**src/rtl/steer_pkg.sv**
```systemverilog
// -----------------------------------------------------------------------------
// steer_pkg
// Shared types and constants for the rider-presence / steering-enable block.
//   state_t          : controller states IDLE, WAIT, STEER
//   TMR_FULL_SIM     : settle timer terminal count for fast simulation
//   TMR_FULL         : settle timer terminal count for silicon (~1.34 s @ 50 MHz)
//   MIN_RIDER_WT_DEF : default rider-present threshold on the summed load
//   WT_HYST_DEF      : default hysteresis below the rider-present threshold
// -----------------------------------------------------------------------------
package steer_pkg;

    typedef enum logic [1:0] {
        IDLE  = 2'b00,
        WAIT  = 2'b01,
        STEER = 2'b10
    } state_t;

    localparam logic [25:0] TMR_FULL_SIM     = 26'h0007FFF;
    localparam logic [25:0] TMR_FULL         = 26'h3FFFFFF;

    localparam logic [11:0] MIN_RIDER_WT_DEF = 12'h200;
    localparam logic [11:0] WT_HYST_DEF      = 12'h040;

    // Absolute difference of two unsigned load readings; never negative,
    // so it always fits in the input width.
    function automatic logic [11:0] abs_diff(input logic [11:0] a, input logic [11:0] b);
        logic [11:0] res;
        if (a > b) begin
            res = a - b;
        end else begin
            res = b - a;
        end
        return res;
    endfunction

    // Terminal count selected by the simulation-speed switch.
    function automatic logic [25:0] tmr_term(input bit fast_sim);
        logic [25:0] res;
        if (fast_sim) begin
            res = TMR_FULL_SIM;
        end else begin
            res = TMR_FULL;
        end
        return res;
    endfunction

endpackage

```
**src/rtl/settle_tmr.sv**
```systemverilog
// -----------------------------------------------------------------------------
// settle_tmr
// 26-bit saturating settle timer. Counts up while enabled, holds at the
// terminal count instead of wrapping, and clears synchronously.
// Ports:
//   clk  in  1 : system clock, rising edge
//   rst  in  1 : synchronous active-high reset
//   clr  in  1 : synchronous clear (wins over en)
//   en   in  1 : count enable
//   full out 1 : count has reached the terminal count
// -----------------------------------------------------------------------------
module settle_tmr
    import steer_pkg::*;
#(
    parameter bit FAST_SIM = 1'b0
) (
    input  logic clk,
    input  logic rst,
    input  logic clr,
    input  logic en,
    output logic full
);

    localparam logic [25:0] TERM = tmr_term(FAST_SIM);

    logic [25:0] cnt_r;

    // Counter register: clear has priority, then saturating increment.
    always_ff @(posedge clk) begin
        if (rst) begin
            cnt_r <= 26'd0;
        end else if (clr) begin
            cnt_r <= 26'd0;
        end else if (en) begin
            if (cnt_r != TERM) begin
                cnt_r <= cnt_r + 26'd1;
            end else begin
                cnt_r <= cnt_r;
            end
        end else begin
            cnt_r <= cnt_r;
        end
    end

    assign full = (cnt_r == TERM);

endmodule

```
**src/rtl/steer_en_sm.sv**
```systemverilog
// -----------------------------------------------------------------------------
// steer_en_sm
// Rider-presence and steering-enable controller. Decides from the summed and
// differential load-cell readings whether a rider is on the platform and
// whether the rider has stayed balanced long enough to enable steering.
// Ports:
//   clk       in  1  : system clock, rising edge
//   rst       in  1  : synchronous active-high reset
//   lft_ld    in  12 : left load-cell reading, unsigned
//   rght_ld   in  12 : right load-cell reading, unsigned
//   en_steer  out 1  : steering enabled (state STEER), registered
//   rider_off out 1  : no rider (state IDLE), registered
// -----------------------------------------------------------------------------
module steer_en_sm
    import steer_pkg::*;
#(
    parameter bit          FAST_SIM      = 1'b0,
    parameter logic [11:0] MIN_RIDER_WT  = MIN_RIDER_WT_DEF,
    parameter logic [11:0] WT_HYSTERESIS = WT_HYST_DEF
) (
    input  logic        clk,
    input  logic        rst,
    input  logic [11:0] lft_ld,
    input  logic [11:0] rght_ld,
    output logic        en_steer,
    output logic        rider_off
);

    localparam logic [12:0] ON_THR   = {1'b0, MIN_RIDER_WT};
    localparam logic [11:0] GONE_12  = MIN_RIDER_WT - WT_HYSTERESIS;
    localparam logic [12:0] GONE_THR = {1'b0, GONE_12};

    state_t      state_r;
    logic [12:0] sum_s;
    logic [12:0] diff_s;
    logic        rider_on_s;
    logic        rider_gone_s;
    logic        unbal_1_4_s;
    logic        unbal_15_16_s;
    logic        clr_tmr_s;
    logic        tmr_en_s;
    logic        tmr_full_s;

    // Load arithmetic: 13-bit sum cannot overflow, diff is zero-extended.
    assign sum_s  = {1'b0, lft_ld} + {1'b0, rght_ld};
    assign diff_s = {1'b0, abs_diff(lft_ld, rght_ld)};

    assign rider_on_s    = (sum_s > ON_THR);
    assign rider_gone_s  = (sum_s < GONE_THR);
    assign unbal_1_4_s   = (diff_s > {2'b00, sum_s[12:2]});
    assign unbal_15_16_s = (diff_s > (sum_s - {4'b0000, sum_s[12:4]}));

    // Timer clear: the timer only runs in WAIT, so it is held clear in every
    // other state; inside WAIT an unbalance restarts it unless the rider is
    // leaving (the IDLE transition takes priority and clears it anyway).
    always_comb begin
        clr_tmr_s = 1'b1;
        case (state_r)
            IDLE: begin
                clr_tmr_s = 1'b1;
            end
            WAIT: begin
                if (!rider_gone_s && unbal_1_4_s) begin
                    clr_tmr_s = 1'b1;
                end else begin
                    clr_tmr_s = 1'b0;
                end
            end
            STEER: begin
                clr_tmr_s = 1'b1;
            end
            default: begin
                clr_tmr_s = 1'b1;
            end
        endcase
    end

    assign tmr_en_s = (state_r == WAIT);

    settle_tmr #(
        .FAST_SIM (FAST_SIM)
    ) u_settle_tmr (
        .clk  (clk),
        .rst  (rst),
        .clr  (clr_tmr_s),
        .en   (tmr_en_s),
        .full (tmr_full_s)
    );

    // Controller FSM; the outputs are loaded with the decode of the next
    // state so they always match the state register (Moore, registered).
    always_ff @(posedge clk) begin
        if (rst) begin
            state_r   <= IDLE;
            en_steer  <= 1'b0;
            rider_off <= 1'b1;
        end else begin
            case (state_r)
                IDLE: begin
                    if (rider_on_s) begin
                        state_r   <= WAIT;
                        en_steer  <= 1'b0;
                        rider_off <= 1'b0;
                    end else begin
                        state_r   <= IDLE;
                        en_steer  <= 1'b0;
                        rider_off <= 1'b1;
                    end
                end
                WAIT: begin
                    if (rider_gone_s) begin
                        state_r   <= IDLE;
                        en_steer  <= 1'b0;
                        rider_off <= 1'b1;
                    end else if (unbal_1_4_s) begin
                        state_r   <= WAIT;
                        en_steer  <= 1'b0;
                        rider_off <= 1'b0;
                    end else if (tmr_full_s) begin
                        state_r   <= STEER;
                        en_steer  <= 1'b1;
                        rider_off <= 1'b0;
                    end else begin
                        state_r   <= WAIT;
                        en_steer  <= 1'b0;
                        rider_off <= 1'b0;
                    end
                end
                STEER: begin
                    if (rider_gone_s) begin
                        state_r   <= IDLE;
                        en_steer  <= 1'b0;
                        rider_off <= 1'b1;
                    end else if (unbal_15_16_s) begin
                        state_r   <= WAIT;
                        en_steer  <= 1'b0;
                        rider_off <= 1'b0;
                    end else begin
                        state_r   <= STEER;
                        en_steer  <= 1'b1;
                        rider_off <= 1'b0;
                    end
                end
                default: begin
                    state_r   <= IDLE;
                    en_steer  <= 1'b0;
                    rider_off <= 1'b1;
                end
            endcase
        end
    end

endmodule

```
**config.mk**
```make
export PLATFORM = sky130hd
export DESIGN_NAME = steer_en_sm
export DESIGN_NICKNAME = d
export VERILOG_FILES = /design/src/rtl/steer_pkg.sv /design/src/rtl/settle_tmr.sv /design/src/rtl/steer_en_sm.sv
export SDC_FILE = /design/constraint.sdc
export NUM_CORES = 1
export LEC_CHECK = 0
export BUFFER_PORTS_ARGS = -buffer_cell sky130_fd_sc_hd__buf_4
export CAP_MARGIN = 5
export CORE_MARGIN = 3
export CORE_UTILIZATION = 61
export DETAILED_ROUTE_END_ITERATION = 10
export GPL_TIMING_DRIVEN = 0
export PLACE_DENSITY = 0.8
export SYNTH_ARGS = -nofsm -noshare
export SYNTH_HDL_FRONTEND = slang
export SYNTH_SLANG_ARGS = --single-unit
```
**constraint.sdc**
```tcl
create_clock -name clk -period 6.5 [get_ports clk]
set_input_delay 0 -clock clk [delete_from_list [all_inputs] [get_ports clk]]
set_output_delay 0 -clock clk [all_outputs]
set_load 0.005 [all_outputs]
```
==> flow_summary.toml, run 1 <==
[floorplan]
initial_core_util = 0.650
core_sq_mm = 0.00698
die_w_microns = 92.2
die_area_sq_mm = 0.00851
io_pins = 28
fp.dieH_microns = 92.2
rows = 30

[timing]
grt_setup_unrepaired = "false"
min_period_over_period = 0.844
hold_slack_ns = 0.428
finalClockSkew_ns = 0.00431
hold_viol = 0
worst_pin_slew_ns = 1.24
tns_ns = 0
fin_crit_ns = 5.49
relSlewSlack = 0.164
fmax_mhz = 182
maxSlewViolCount = 0
final-setup-viol-count = 0

[drt]
wl_mm = 10.9
drc_errors = 0
vias_per_cell = 6.13
dr_total_vias = 4253
drtPass1Iterations = 5
drtAntennaViolNets = 0
drt_first_iter_violations = 216
wl_per_cell_microns = 15.7

[synth]
syn_area_per_cell_sq_um = 8.04
synthDominantCellAreaShare = 0.190
yosysWarnings = 0
synth_area_leader_cell = "ha_1"
netlist_area_sq_mm = 0.00454
synth_edf_count = 0
synthFlopType = "dfxtp_1"
post-synth-top-count-cell = "ha_1"
ys_types = 76
synthArstFlopShare = 0
ys_seq_elements = 30
synth_common_cells = "ha_1, inv_1, nor2_1"
ys_top_cells_by_area = "ha_1, dfxtp_1, xnor2_1"
postSynthCellCount = 564
ys_seq_area_frac = 0.132
syn_nets = 663

[final_layout]
final_layout_size_suffix_gt1_frac = 0.129
syn_to_final_growth_pct = 9.16
nFillCells = 616
diodes = 0
fin_nets = 698

[place]
dpl.hpwl_mm = 8.87
gp_congestion = 0.909
io_buffers = 27

[critical_path]
crit_path_end_kind = "flip-flop"
crit_type = "in -> reg"
cp_top_family = "compound AO/OA/AOI/OAI gates"
cp_max_fo = 5
crit_slowest_cell = "o31ai_1"
cp-start-kind = "input port"
required_ns = 6.67
slowest_delay_ns = 0.47
arrival_ns = 5.66
worst-path-buf-inv = 3
critPathMostFrequentCell = "nand2_1"

[clock_tree]
post_cts_buffers = 0
cts-root-buf = "clkbuf_8"
path_clk_slew_ns = 0.06
insertion_delay_ns = 0.28
clockBufferDepth = 2
postCtsHoldBufs = 1
numCtsBuffers = 5
htree_levels = 2
ctsResizeCount = 0
tritoncts = "done"
clkSinkCount = 30

[global_routing]
grt_pass1_vias = 4085
antenna_found_initial = 0
grt_use_total = 0.261
grt_first_pass_wirelength_mm = 18.5
grt_start_max_net_pins = 11
grt-ovfl-total = 0

[outcome]
status = "complete, no violations"

[pwr]
p_leak_nw = 2.23
powerDensity_mw_per_mm2 = 228
p_int_mw = 0.612
total_power_mw = 1.13
p_sw_frac = 0.459
combPwrFrac = 0.700
switchingPower_mw = 0.518
peakVddDrop_mv = 0.132
clkPwrFrac = 0.129
p_seq_frac = 0.171

[flow_run]
maxCapViolations = 0

[worst_hold_path]
min_path_type = "in -> reg"
[routing by layer]
| layer | wire [microns] | up-vias | global-route usage |
|---|---|---|---|
| li1 | - | 2067 | - |
| met1 | 5050 | 2015 | 0.362 |
| met2 | 5060 | 157 | 0.431 |
| met3 | 691 | 14 | 0.0361 |
| met4 | 129 | 0 | 0.0520 |
| met5 | 0 | - | 0 |
[placed cells by master, fill, tap and decap left out, types with 6 or more instances in the layout]
master    instances
o21ai_0          15
inv_1            52
a21o_1           20
o211ai_1          8
nor3_1           12
nor4_1            8
nand4_1          10
and3_1           11
a21oi_1          35
xnor2_1          31
dfxtp_1          30
nand3_1          20
nor2b_1           8
nor2_1           50
xor2_1           21
buf_4            30
nand2_1          38
mux2i_1           6
clkbuf_8          6
ha_1             69
[state kept, by name (all words and copies together) (netlist names)]
| register | cells |
|---|---|
| state_r | 2 |
| rider_off | 1 |
| u_settle_tmr.cnt_r | 26 |
| en_steer | 1 |
[cells by family (layout without fill, tap and decap cells)]
logic type	count (synthesis)	count (layout)	share of synthesized area
AND/OR/NAND/NOR	187	187	0.217
AO/OA/AOI/OAI	129	129	0.211
buffers and inverters	75	109	0.0728
adder cells (fa/ha/maj)	73	73	0.208
XOR/XNOR	58	58	0.129
flip-flops	30	30	0.132
multiplexers	12	12	0.0306
[path summary, 6_finish.rpt]
kind / startpoint / to / slack (ns) / depth (start not counted)
worst max-delay path: lft_ld[1] / en_steer$_SDFF_PP0_ / 1.01 / 25
worst min-delay path: rght_ld[11] / state_r[0]$_SDFF_PP0_ / 0.43 / 5
worst max register to register: u_settle_tmr.cnt_r[8]$_SDFFE_PP0P_ / u_settle_tmr.cnt_r[22]$_SDFFE_PP0P_ / 2.92 / 10
worst min register to register: u_settle_tmr.cnt_r[1]$_SDFFE_PP0P_ / u_settle_tmr.cnt_r[1]$_SDFFE_PP0P_ / 0.50 / 2
[tightest hold or removal path, stage by stage]
cell,delay (ns)
buf_4,0.09
ha_1,0.20
nor3_1,0.09
a21oi_1,0.14
o221ai_1,0.13
[metrics by stage]
| step | setup WS, ns | utilization | cell area, sq um | instances |
|---|---|---|---|---|
| after floorplan | 1.76 | - | 4540 | 564 |
| after global placement | 0.954 | 0.696 | 4860 | 687 |
| after detailed placement | 0.794 | 0.696 | 4860 | 687 |
| after CTS | 1.07 | 0.709 | 4950 | 694 |
| after global routing | 0.591 | 0.709 | 4950 | 694 |
| final | 1.01 | 0.709 | 4950 | 694 |
[area by class of cell]
type	count	area, sq um	area share
Clock buffer	6	82.6	0.0167
Buffer	18	114	0.0230
Tap cell	96	120	0.0243
Inverter	57	216	0.0437
Timing Repair Buffer	28	213	0.0430
Sequential cell	30	601	0.121
Multi-Input combinational cell	459	3600	0.728
[power groups by stage]
stage / logic (mW) / registers, mW / clock network (mW)
2_1_floorplan: 0.608 / 0.196 / 0
3_3_place_gp: 0.747 / 0.197 / 0
3_5_place_dp: 0.774 / 0.197 / 0
4_1_cts: 0.781 / 0.193 / 0.148
5_1_grt: 0.876 / 0.194 / 0.156
6_report: 0.791 / 0.193 / 0.146
No activity file was read; power rests on OpenSTA's default activity.
==> inputs of run 2 (changes only) <==
--- a/config.mk
+++ b/config.mk
@@ -5,13 +5,14 @@
 export SDC_FILE = /design/constraint.sdc
 export NUM_CORES = 1
 export LEC_CHECK = 0
+export ABC_AREA = 1
 export BUFFER_PORTS_ARGS = -buffer_cell sky130_fd_sc_hd__buf_4
 export CAP_MARGIN = 5
 export CORE_MARGIN = 3
-export CORE_UTILIZATION = 61
+export CORE_UTILIZATION = 57
 export DETAILED_ROUTE_END_ITERATION = 10
 export GPL_TIMING_DRIVEN = 0
-export PLACE_DENSITY = 0.8
+export PLACE_DENSITY = 0.78
 export SYNTH_ARGS = -nofsm -noshare
 export SYNTH_HDL_FRONTEND = slang
 export SYNTH_SLANG_ARGS = --single-unit
==> constraint.sdc (replaced) <==
create_clock -name clk -period 4.46 [get_ports clk]
set_input_delay 0 -clock clk [delete_from_list [all_inputs] [get_ports clk]]
set_output_delay 0 -clock clk [all_outputs]
set_load 0.005 [all_outputs]
==> flow_summary.toml, run 2 <==
[critical_path]
r2r-start = "u_settle_tmr.cnt_r[0]$_SDFFE_PP0P_"
worstRegToRegCells = 12
slowest_delay_ns = 0.46
r2r_slack_ns = 1.94
crit_slowest_cell = "fa_1"
crit_type = "in -> reg"
cp-start-kind = "input port"
crit_path_end_kind = "flip-flop"
r2r-end = "u_settle_tmr.cnt_r[18]$_SDFFE_PP0P_"
required_ns = 4.64
worst-path-buf-inv = 4
cp_max_fo = 9
arrival_ns = 4.06
critPathMostFrequentCell = "nand2_1"
cp_top_family = "simple AND/OR/NAND/NOR gates"

[drt]
wl_mm = 11.9
drtAntennaViolNets = 0
wl_per_cell_microns = 13.2
drc_errors = 0
drt_first_iter_violations = 286
vias_per_cell = 5.47
drtPass1Iterations = 5
dr_total_vias = 4914

[clock_tree]
numCtsBuffers = 5
clockBufferDepth = 2
path_clk_slew_ns = 0.07
insertion_delay_ns = 0.29
clkSinkCount = 30
htree_levels = 2
tritoncts = "done"
cts-root-buf = "clkbuf_8"
ctsResizeCount = 0

[timing]
relSlewSlack = 0.519
min_period_over_period = 0.870
tns_ns = 0
hold_viol = 0
finalClockSkew_ns = 0.0116
setup_ws_ns = 0.582
worst_pin_slew_ns = 0.715
hold_slack_ns = 0.455
fmax_mhz = 258
maxSlewViolCount = 0
fin_crit_ns = 3.88
final-setup-viol-count = 0
grt_setup_unrepaired = "false"

[floorplan]
rows = 32
initial_core_util = 0.599
core_sq_mm = 0.00789
die_area_sq_mm = 0.00942
die_w_microns = 97.1
io_pins = 28
fp.dieH_microns = 97.1

[final_layout]
reg.largest.list = "u_settle_tmr.cnt_r: 26 flops, state_r: 2 flops"
fin_cells = 899
largest-register = "u_settle_tmr.cnt_r"
final_common_cell = "nand2_1"
final_layout_size_suffix_gt1_frac = 0.119
fin_nets = 895
most-common-layout-cells = "nand2_1, inv_1, ha_1"
diodes = 0
syn_to_final_growth_pct = 9.13
largest_register_ffs = 26
final_area_sq_mm = 0.00516

[worst_hold_path]
min_to = "rider_off$_SDFF_PP1_"
holdCritStartpoint = "rght_ld[11]"
min_path_cells = 6
min_path_type = "in -> reg"

[global_routing]
grt_pass1_vias = 4602
grt_first_pass_wirelength_mm = 20.1
grt_start_max_net_pins = 11
antenna_found_initial = 0
grt-ovfl-total = 0
grt_use_total = 0.251

[synth]
synthFlopType = "dfxtp_1"
syn_area_per_cell_sq_um = 6.21
synth_edf_count = 0
yosysWarnings = 0
synth_common_cells = "nand2_1, inv_1, ha_1"
post-synth-top-count-cell = "nand2_1"
ys_seq_elements = 30
synthArstFlopShare = 0
syn_nets = 860
ys_top_cells_by_area = "ha_1, nand2_1, dfxtp_1"
ys_types = 45
ys_seq_area_frac = 0.127
postSynthCellCount = 761
synthDominantCellAreaShare = 0.183
synth_area_leader_cell = "ha_1"
netlist_area_sq_mm = 0.00473

[flow_run]
maxCapViolations = 0

[place]
io_buffers = 27
gp_congestion = 0.932
post-place-cells = 890
placed_cell_area_sq_mm = 0.00506
post-place-ws_ns = 0.317
dpl.hpwl_mm = 9.92

[outcome]
status = "complete, no violations"

[pwr]
p_leak_nw = 2.63
peakVddDrop_mv = 0.135
powerDensity_mw_per_mm2 = 280
==> run 2: tightest hold or removal path: stages <==
cell      delay (ns)
buf_4           0.09
ha_1            0.12
o21bai_1        0.17
inv_2           0.08
o211ai_1        0.14
o211ai_1        0.09
==> run 2: worst max-delay path by stage <==
stage	from	endpoint	slack, ns	cells past startpoint
finish	lft_ld[3]	en_steer$_SDFF_PP0_	0.58	25
global placement	lft_ld[4]	en_steer$_SDFF_PP0_	0.41	25
CTS	lft_ld[3]	en_steer$_SDFF_PP0_	0.60	25
detailed placement	lft_ld[4]	en_steer$_SDFF_PP0_	0.32	25
floorplan	lft_ld[4]	state_r[0]$_SDFF_PP0_	1.04	25
global route	lft_ld[3]	state_r[0]$_SDFF_PP0_	0.21	26
==> run 2: through the flow <==
| step | power (mW) | utilization |
|---|---|---|
| finish | 1.45 | 0.654 |
| global route | 1.60 | 0.654 |
| CTS | 1.45 | 0.654 |
| detailed placement | 1.21 | 0.641 |
| global placement | 1.17 | 0.641 |
| floorplan | 0.994 | - |
==> run 2: per-layer routing <==
layer  up-vias  global-route usage  wire, microns
met4         0              0.0659            227
met3        19              0.0323            641
met1      2241               0.345           5690
met2       148               0.412           5310
met5         -                   0              0
li1       2506                   -              -
==> run 2: timing repair <==
action | in CTS | in global routing
hold buffers | 1 | 0
endpoints found under the hold margin | 1 | 0
buffers inserted | 0 | 0
==> run 2: report_power, final <==
group	switching, mW	leakage [nW]	total [mW]	internal (mW)
combinational	0.576	2.34	0.943	0.368
sequential	0.00263	0.242	0.274	0.272
clock	0.105	0.0482	0.229	0.124
total	0.683	2.63	1.45	0.763
==> run 2: area by class of cell <==
type	count	area, sq um
timing repair buffer	28	213
clock inverter	1	5.00
buffer	13	108
multi-input combinational	585	3520
clock buffer	7	86.3
fill	735	2730
inverter	133	502
tap	102	128
sequential	30	601
==> run 2: cells by family after synthesis <==
family                     synth area share
DFF                                   0.127
buffers and inverters                 0.129
AOI/OAI and AO/OA                    0.0926
muxes                               0.00450
adders and majority gates             0.200
xor gates and xnor gates             0.0667
and+or+nand+nor                       0.381
==> inputs of run 3 (changes only) <==
--- a/config.mk
+++ b/config.mk
@@ -11,6 +11,7 @@
 export CORE_MARGIN = 3
 export CORE_UTILIZATION = 57
 export DETAILED_ROUTE_END_ITERATION = 10
+export GPL_ROUTABILITY_DRIVEN = 0
 export GPL_TIMING_DRIVEN = 0
 export PLACE_DENSITY = 0.78
 export SYNTH_ARGS = -nofsm -noshare
==> constraint.sdc (replaced) <==
create_clock -name clk -period 3.4 [get_ports clk]
set_input_delay 0 -clock clk [delete_from_list [all_inputs] [get_ports clk]]
set_output_delay 0 -clock clk [all_outputs]
set_load 0.005 [all_outputs]
==> flow_summary.toml, run 3 (synthesized netlist as in run 2, its figures left out) <==
[final_layout]
largest-register = "u_settle_tmr.cnt_r"
fin_cells = 939
syn_to_final_growth_pct = 25.6
most-common-layout-cells = "nand2_1, inv_1, buf_4"
final_layout_size_suffix_gt1_frac = 0.245
reg.largest.list = "u_settle_tmr.cnt_r: 26 flops, state_r: 2 flops"
diodes = 0
nFillCells = 607
final_area_sq_mm = 0.00594
final_common_cell = "nand2_1"
final_core_util = 0.753
largest_register_ffs = 26
fin_nets = 935

[clock_tree]
numCtsBuffers = 5
insertion_delay_ns = 0.28
cts-root-buf = "clkbuf_8"
clockBufferDepth = 2
clkSinkCount = 30
path_clk_slew_ns = 0.06
tritoncts = "done"
htree_levels = 2

[floorplan]
fp.dieH_microns = 97.1
die_area_sq_mm = 0.00942
initial_core_util = 0.599
rows = 32
io_pins = 28
die_w_microns = 97.1
core_sq_mm = 0.00789

[place]
post-place-ws_ns = -0.625
placed_cell_area_sq_mm = 0.00507
post-place-cells = 890
dpl.hpwl_mm = 9.75
io_buffers = 27

[timing]
worst_pin_slew_ns = 0.765
hold_viol = 0
tns_ns = 0
final-setup-viol-count = 0
grt_setup_unrepaired = "true"
hold_slack_ns = 0.413
finalClockSkew_ns = 0.00361
relSlewSlack = 0.486
setup_ws_ns = 0.0224
min_period_over_period = 0.993
fin_crit_ns = 3.38
fmax_mhz = 296
maxSlewViolCount = 0

[critical_path]
cp_max_fo = 6
crit_path_end_kind = "flip-flop"
cp_top_family = "compound AO/OA/AOI/OAI gates"
worst-path-buf-inv = 5
crit_slowest_cell = "ha_1"
r2r-start = "u_settle_tmr.cnt_r[0]$_SDFFE_PP0P_"
crit_type = "in -> reg"
crit_start = "lft_ld[4]"
critPathMostFrequentCell = "nand2_1"
cp-start-kind = "input port"
slowest_delay_ns = 0.31
required_ns = 3.58
arrival_ns = 3.56

[drt]
drtPass1Iterations = 6
drtAntennaViolNets = 0
vias_per_cell = 5.63
wl_mm = 13.5
drt_first_iter_violations = 500
wl_per_cell_microns = 14.4
drc_errors = 0
dr_total_vias = 5283

[global_routing]
grt_pass1_vias = 4692
grt-ovfl-total = 0
grt_first_pass_wirelength_mm = 20.4
antenna_found_initial = 0
grt_use_total = 0.254
grt_start_max_net_pins = 11

[worst_hold_path]
min_path_type = "in -> reg"
holdCritStartpoint = "rght_ld[11]"

[pwr]
total_power_mw = 2.26
peakVddDrop_mv = 0.193
p_leak_nw = 2.89
powerDensity_mw_per_mm2 = 381

[outcome]
status = "complete, no violations"

[flow_run]
maxCapViolations = 0
## run 3: worst min-delay path: cells and delay by family
kind / cells / cell delay, ns
AO/OA/AOI/OAI: 2 / 0.25
AND/OR/NAND/NOR: 3 / 0.20
buffers and inverters: 1 / 0.09
adder cells (fa/ha/maj): 1 / 0.13
## run 3: path summary, 6_finish.rpt
path / to / slack (ns) / cells past startpoint
max: state_r[0]$_SDFF_PP0_ / 0.02 / 27
min: state_r[1]$_SDFF_PP0_ / 0.41 / 7
max reg2reg: u_settle_tmr.cnt_r[18]$_SDFFE_PP0P_ / 0.83 / 12
min reg2reg: u_settle_tmr.cnt_r[13]$_SDFFE_PP0P_ / 0.49 / 2
## run 3: layout make-up
class,instances,area [sq um],share of cell area
clock inverter,1,5.00,0.000843
multi-input combinational,585,3920,0.660
tap,102,128,0.0215
clock buffer,7,86.3,0.0145
inverter,133,518,0.0872
buffer,12,115,0.0194
sequential,30,601,0.101
timing repair buffer,69,567,0.0955
## run 3: per-layer routing
metal  part of all wire  up-vias  track usage
li1                   -     2591            -
met1               0.43     2400        0.343
met2               0.46      249        0.438
met3              0.080       43       0.0323
met4              0.025        0       0.0475
met5                  0        -            0
## run 3: power by group
part           switching [mW]  total [mW]  internal [mW]
Sequential            0.00328       0.360          0.356
Clock                   0.134       0.297          0.163
Combinational           0.910        1.60          0.693
Total                    1.05        2.26           1.21
## run 3: timing repair
| action | 4_1_cts | 5_1_grt |
|---|---|---|
| buffers inserted | 4 | 36 |
| setup endpoints to repair | 3 | 28 |
| hold buffers | 1 | 0 |
| resized for setup | 21 | 76 |
| gates cloned | 0 | 1 |
| hold endpoints to repair | 1 | 0 |
| pin swaps | 5 | 52 |
